===== config.mk =====
export PLATFORM = sky130hd
export DESIGN_NAME = pc_sequencer
export DESIGN_NICKNAME = d
export VERILOG_FILES = /design/src/rtl/pc_sequencer.sv
export SDC_FILE = /design/constraint.sdc
export NUM_CORES = 1
export LEC_CHECK = 0
export CORE_ASPECT_RATIO = 2
export CORE_MARGIN = 8
export CORE_UTILIZATION = 43
export CTS_BUF_LIST = sky130_fd_sc_hd__clkbuf_8
export CTS_CLUSTER_DIAMETER = 200
export CTS_CLUSTER_SIZE = 16
export DETAILED_ROUTE_END_ITERATION = 8
export PLACE_DENSITY = 0.6
export SYNTH_ARGS = -nofsm -noshare
export SYNTH_HDL_FRONTEND = slang
export SYNTH_SLANG_ARGS = --single-unit

===== constraint.sdc =====
create_clock -name clk -period 3.2 [get_ports clk]
set_clock_uncertainty 0.1 [all_clocks]
set_input_delay 0.8 -clock clk [delete_from_list [all_inputs] [get_ports clk]]
set_output_delay 0.8 -clock clk [all_outputs]
set_load 0.1 [all_outputs]

===== src/rtl/pc_sequencer.sv =====
// Program counter and bounded return-stack sequencer for the MC14500B system.
// Decisions sampled on one rising edge appear on pc at that same edge's output (one-edge latency).
module pc_sequencer #(
  parameter int ADDR_W = 8,
  parameter int DEPTH  = 4,
  localparam int SP_W  = $clog2(DEPTH + 1)
) (
  input  logic              clk,
  input  logic              reset,
  input  logic              pc_reset,
  input  logic              run,
  input  logic              jmp,
  input  logic              rtn,
  input  logic [ADDR_W-1:0] jmp_addr,
  output logic [ADDR_W-1:0] pc,
  output logic              fetch_valid,
  output logic [SP_W-1:0]   sp,
  output logic              stack_full,
  output logic              stack_empty,
  output logic              overflow,
  output logic              underflow,
  output logic              seq_error
);

  localparam int IDX_W = (DEPTH > 1) ? $clog2(DEPTH) : 1;

  logic [1:0]        r_rst_sync;
  logic [ADDR_W-1:0] r_pc;
  logic [SP_W-1:0]   r_sp;
  logic              r_fetch_valid;
  logic              r_overflow;
  logic              r_underflow;
  logic              r_seq_error;
  logic [ADDR_W-1:0] r_stack [DEPTH];

  logic              w_active;
  logic              w_full;
  logic              w_empty;
  logic              w_step;
  logic              w_push;
  logic [IDX_W-1:0]  w_push_idx;
  logic [IDX_W-1:0]  w_pop_idx;
  logic [ADDR_W-1:0] w_pc_inc;

  assign w_active   = r_rst_sync[1];
  assign w_full     = (r_sp == SP_W'(DEPTH));
  assign w_empty    = (r_sp == '0);
  // a normal sequencing edge: out of restart, running, and already fetching
  assign w_step     = w_active && !pc_reset && run && r_fetch_valid;
  assign w_push     = w_step && jmp && !w_full;
  assign w_push_idx = IDX_W'(r_sp);
  assign w_pop_idx  = IDX_W'(r_sp - SP_W'(1));
  assign w_pc_inc   = r_pc + ADDR_W'(1);

  always_ff @(posedge clk or negedge reset) begin
    if (!reset) r_rst_sync <= 2'b00;
    else        r_rst_sync <= {r_rst_sync[0], 1'b1};
  end

  always_ff @(posedge clk or negedge reset) begin
    if (!reset) begin
      r_pc          <= '0;
      r_sp          <= '0;
      r_fetch_valid <= 1'b0;
      r_overflow    <= 1'b0;
      r_underflow   <= 1'b0;
      r_seq_error   <= 1'b0;
    end else if (w_active) begin
      if (pc_reset) begin
        r_pc          <= '0;
        r_sp          <= '0;
        r_fetch_valid <= 1'b0;
        r_overflow    <= 1'b0;
        r_underflow   <= 1'b0;
        r_seq_error   <= 1'b0;
      end else if (run) begin
        // first running edge after restart presents pc=0 without advancing
        if (!r_fetch_valid) begin
          r_fetch_valid <= 1'b1;
        end else if (jmp) begin
          if (w_full) r_overflow <= 1'b1;
          else        r_sp       <= r_sp + SP_W'(1);
          if (rtn) r_seq_error <= 1'b1;
          r_pc <= jmp_addr;
        end else if (rtn) begin
          if (w_empty) begin
            r_underflow <= 1'b1;
            r_pc        <= r_pc + ADDR_W'(2);
          end else begin
            r_sp <= r_sp - SP_W'(1);
            r_pc <= r_stack[w_pop_idx] + ADDR_W'(1);
          end
        end else begin
          r_pc <= w_pc_inc;
        end
      end
    end
  end

  always_ff @(posedge clk) begin
    if (w_push) r_stack[w_push_idx] <= w_pc_inc;
  end

  assign pc          = r_pc;
  assign fetch_valid = r_fetch_valid;
  assign sp          = r_sp;
  assign stack_full  = w_full;
  assign stack_empty = w_empty;
  assign overflow    = r_overflow;
  assign underflow   = r_underflow;
  assign seq_error   = r_seq_error;

endmodule


Word-level counts from Yosys, hierarchy flattened

Memory sizes are Yosys's and may differ from the RTL's.
Index checks and enable logic that the tools add are counted.
W data, S select, Z words.

Register bits: 17
RAM bits: 32
Output and inout bits: 17
Word-level logic and storage cells: 71
Memories kept: 1

Memories:

| name    | depth | width | read ports | clocked after memory_dff | wr ports | line | source |
|---|---|---|---|---|---|---|---|
| r_stack | 4     | 8     | 1          | 0                        | 1        | 34   | `logic [ADDR_W-1:0] r_stack [DEPTH];` |

$add $sub $neg: 5
Equality and inequality tests: 4
Multiplexer cells: 33
Reduce and logical (&&, ||, !) cells: 21

Operator list:

| kind                  | number |
|---|---|
| $mux W8               | 6 |
| $mux W3               | 7 |
| $mux W1               | 20 |
| $add A8 B1 Y8 const B | 2 |
| $reduce_and A6 Y1     | 2 |
| $reduce_bool A2 Y1    | 6 |
| $reduce_and A5 Y1     | 2 |
| $add A8 B2 Y8 const B | 1 |
| $ne A3 B3 Y1 const B  | 2 |
| $logic_and A1 B1 Y1   | 5 |
| $add A3 B1 Y3 const B | 1 |
| $eq A3 B3 Y1 const B  | 1 |
| $logic_not A3 Y1      | 1 |
| $reduce_and A3 Y1     | 1 |
| $reduce_bool A3 Y1    | 1 |
| $sub A3 B1 Y3 const B | 1 |
| $logic_not A1 Y1      | 2 |
| $ne A2 B2 Y1 const B  | 1 |
| $reduce_and A2 Y1     | 1 |

Depth between registers and ports, before layout

An unclocked memory read counts as a cell.

Depth in word-level cells: 9
Mapped depth: 10
Gate-level depth less buffers: 8

Worst setup path before layout

Ideal clock, no wire load.

Path type: flip-flop to flip-flop
Start: register r_sp[0], in the netlist sp[0]
End: memory r_stack[0][0], enable pin
Arrival: 2.854 ns
Required time: 2.768 ns
Path slack: -0.086 ns
Cell stages (with the launch flop): 7
Clock period less this slack: 3.286 ns
Path through: dfrtp_1 > buf_6 > inv_1 > ha_1 > and2_1 > nor4_1 > and2_1

Word-level cells in the longest chain between the ends: 5

RTL lines:

| element                       | line | source |
|---|---|---|
| start, declared               | 29   | `logic [SP_W-1:0] r_sp;` |
| start signal, assigned        | 82   | `else r_sp <= r_sp + SP_W'(1);` |
| start signal, assigned        | 90   | `r_sp <= r_sp - SP_W'(1);` |
| $eq A3 B3 Y1                  | 46   | `assign w_full = (r_sp == SP_W'(DEPTH));` |
| net stack_full                | 18   | `output logic stack_full,` |
| $logic_not A1 Y1              | 50   | `assign w_push = w_step && jmp && !w_full;` |
| $logic_and A1 B1 Y1           | 50   |  |
| $mux W1                       | 101  | `if (w_push) r_stack[w_push_idx] <= w_pc_inc;` |
| $mux W1 (not written as such) | 101  |  |
| end, declared                 | 34   |  |

The timed path passes the listed nets, and every way through them passes these cells.

Final worst setup path

Start: register r_sp[1], in the netlist sp[1]
End: register r_pc[1], in the netlist pc[1]

Word-level cells in the longest chain between the ends: 9
Elaborated cells on any way between the ends: 10
Those cells by class: add/sub (2); mux (6); reduce/logical (1); memory (1)

RTL lines:

| element              | line | source |
|---|---|---|
| $sub A3 B1 Y3        | -    |  |
| $mem_v2 Z4 W8        | -    |  |
| $add A8 B1 Y8        | 91   | `r_pc <= r_stack[w_pop_idx] + ADDR_W'(1);` |
| $mux W8 *            | 86   | `if (w_empty) begin` |
| $mux W8 *            | 85   | `end else if (rtn) begin` |
| $mux W8 *            | 80   | `end else if (jmp) begin` |
| $mux W8 *            | 78   | `if (!r_fetch_valid) begin` |
| $mux W8 *            | 76   | `end else if (run) begin` |
| $mux W8 *            | 69   | `if (pc_reset) begin` |
| end signal, assigned | 84   | `r_pc <= jmp_addr;` |
| end signal, assigned | 88   | `r_pc <= r_pc + ADDR_W'(2);` |
| end signal, assigned | 91   |  |
| end, declared        | 28   | `logic [ADDR_W-1:0] r_pc;` |

Every way passes the cells marked *; elsewhere a longest branch is shown, timed or not. The select of a mux whose other input is x is not followed.
A chain may end at the register's enable or synchronous reset.

==> flow_summary_export.csv <==
group,metric,value,unit
route,drcViolationCount,0,
job,drv_cap,0,
sta,hold_violations,0,
final_layout,layout-drive-gt1-share,18.58,%
final_layout,antenna_cells,0,
logic_synthesis,synthFlopType,"edfxtp_1",
setup_path,worstPathMaxFanout,9,
logic_synthesis,synth_edf_count,32,
setup_path,cp_slowest_cell,"ha_1",
final_layout,area_growth,18.16,%
setup_path,path_delay_family,"adder cells",
floorplan,initial_core_util,43.84,%
sta,period_share,80.72,%
clock_tree,cts_root_buf,"clkbuf_8",
floorplan,rows,40,
route,routed_wl,6233,µm
route,antenna_left,0,
setup_path,startpoint_type,"register",
sta,finalSetupViolCount,0,
logic_synthesis,synthDistinctLibCells,50,
final_layout,fin_area,3085,µm²
grt,grt_remaining_overflow,0,
sta,min_period,2.583,ns
sta,slew_headroom,46.34,%
power,leakage,1.163,nW
clock_tree,cts.repair.resized,0,
clock_tree,cts_buffers,5,
setup_path,crit_path_cell_trace,"inv_1, ha_1, mux4_2, ha_1, a21oi_1, a211oi_1, a21oi_1, o31ai_1",
final_layout,nets,274,
grt,grtUsageTotal,15.06,%
place,dp_hpwl,4673,µm
setup_path,cpPeakStageDelay,0.52,ns
route,dr.first_iter.drc_count,135,
setup_path,worst-path-stages,8,
sta,rsz0062_at_grt,"no",
logic_synthesis,syn_nets,243,
logic_synthesis,synthCells,221,
clock_tree,cts_htree_levels,2,
clock_tree,ctsHoldBuffers,0,
clock_tree,clkLatencyLatePin,0.32,ns
logic_synthesis,yosys_register_bits,49,
logic_synthesis,syn_area_per_cell,11.82,µm²
floorplan,die_height,126.2,µm
route,via_per_inst,5.801,
logic_synthesis,synth.yosys.warnings,0,
place,placed_cells,308,
sta,fmax,387.2,MHz
logic_synthesis,async_flop_share,34.69,%
sta,final-max-slew-violation-count,0,
final_layout,mostFrequentLayoutCells,"edfxtp_1, buf_4, dfrtp_1",
floorplan,core,5956,µm²
logic_synthesis,ys_seq_area_share,53.09,%
final_layout,seq_area,1388,µm²
floorplan,io_pins,31,
floorplan,die_area,8974,µm²
setup_path,path_buf_inv,1,
route,drtPass1Iterations,4,
place,gp_congestion,0.8338,
grt,grt_antenna_before_repair,0,
route,wire_per_inst,19.72,µm
clock_tree,clkSinkCount,49,
clock_tree,cts_tree,"done",
worst_hold_path,worstHoldPathType,"register to register",
logic_synthesis,ys_top_cells_by_area,"edfxtp_1, dfrtp_1, mux4_1",
setup_path,reg2regPathDepth,8,
grt,grt_pass1_wl,10220,µm
route,vias,1833,
sta,fin_tns_setup,0,ns
worst_hold_path,whs_path_depth,0,
clock_tree,cts_buffer_depth,2,
power,powerDensity,873.7,nW/µm²
logic_synthesis,synth_area_leader_cell,"edfxtp_1",
logic_synthesis,syn_area,2611,µm²
setup_path,crit_path_end_kind,"register",
grt,grt_max_degree,20,
grt,grt_pass1_vias,2004,
sta,tightest_slew,0.8024,ns
final_layout,final_cells,316,
setup_path,worstPathArrival,2.71,ns
setup_path,crit_type,"register to register",
place,io_buffers,30,
outcome,outcome,"complete, no violations",
setup_path,cp.required,3.32,ns
clock_tree,post_cts_buffers,0,
final_layout,final_common_cell,"edfxtp_1",
floorplan,die_w,71.11,µm
power,peakVddDrop,0.3826,mV
logic_synthesis,yosysTopAreaCellShare,36.80,%
final_layout,multi_input_area,1135,µm²
clock_tree,path_clk_slew,0.10,ns
final_layout,fillers,533,
place,placed_cell_area,2970,µm²
final_layout,finish.utilization,51.81,%
## layer usage
| metal | global-route usage, % | vias up | part of all wire [%] |
|---|---|---|---|
| met2 | 27.21 | 40 | 54 |
| met4 | 9.765 | 0 | 4.2 |
| met5 | 0 | - | 0 |
| met3 | 4.054 | 17 | 4.7 |
| li1 | - | 890 | - |
| met1 | 14.31 | 886 | 37 |
## synthesized netlist by cell type (all sizes together) (2+ instances only)
library cell / instances
mux2i: 2
nor2b: 2
o22ai: 2
a31oi: 3
nor2: 15
nand3: 7
xnor2: 7
a211oi: 2
and3: 2
mux4: 8
edfxtp: 32
o31ai: 2
nand4: 4
dfrtp: 17
inv: 7
xor2: 8
ha: 8
o211ai: 5
o41ai: 2
nor3: 2
and2: 8
or3: 3
nand2: 15
a21o: 2
clkbuf: 9
buf: 5
a21oi: 15
nor4: 2
o21ai: 11
## area by class of cell
cell class,instances,area share [%]
sequential,49,44.97
multi-input combinational,151,36.78
timing repair buffer,38,11.11
tap,63,2.555
clock buffer,5,2.230
clock inverter,3,1.500
inverter,7,0.8516
## worst reg2reg max path, cell delays in order (launching register included)
cell and delay (ns):
dfrtp_1 0.43, inv_1 0.10, ha_1 0.52, mux4_2 0.43, ha_1 0.31, a21oi_1 0.06
a211oi_1 0.27, a21oi_1 0.07, o31ai_1 0.21
## path summary, 6_finish.rpt
| path | start | to | slack, ns |
|---|---|---|---|
| setup / recovery | sp[1] | pc[1] | 0.62 |
| hold / removal | r_rst_sync[0] | r_rst_sync[1] | 0.24 |
| setup reg to reg | sp[1] | pc[1] | 0.62 |
| hold reg to reg | r_rst_sync[0] | r_rst_sync[1] | 0.24 |
| max in group asynchronous | reset | sp[0] | 1.59 |
| min in group asynchronous | reset | pc[2] | 0.83 |
## stage by stage
stage,setup slack [ns],power (mW),hold slack (ns)
final,0.6171,2.696,0.2377
after global routing,0.3686,2.848,0.2650
after CTS,0.5829,2.726,0.2458
after detailed placement,0.4255,2.264,0.2365
after global placement,0.4209,2.262,0.2346
after floorplan,0.04642,1.904,0.2312
## power by group
part / total [mW] / internal [mW] / switching, mW
Sequential: 0.842 / 0.758 / 0.0847
Clock: 0.455 / 0.234 / 0.221
Combinational: 1.40 / 0.461 / 0.937
## sequential cells by signal (all words and copies together), names as in the netlist
| signal | count |
|---|---|
| seq_error | 1 |
| r_stack | 32 |
| pc | 8 |
| underflow | 1 |
| fetch_valid | 1 |
| overflow | 1 |
| sp | 3 |
| r_rst_sync | 2 |
## logic make-up (layout without fill, tap and decap cells)
family                   Yosys count  in the layout  share of synthesized area [%]
AO/OA/AOI/OAI                     51             51                          12.60
XOR/XNOR                          15             15                          5.031
adder cells (fa/ha/maj)            8              8                          3.833
buffers and inverters             21             53                          3.449
flip-flops                        49             49                          53.09
multiplexers                      11             11                          8.673
other                              1              1                         0.1436
AND/OR/NAND/NOR                   65             65                          13.18
Power figures use the tool's default switching activity.
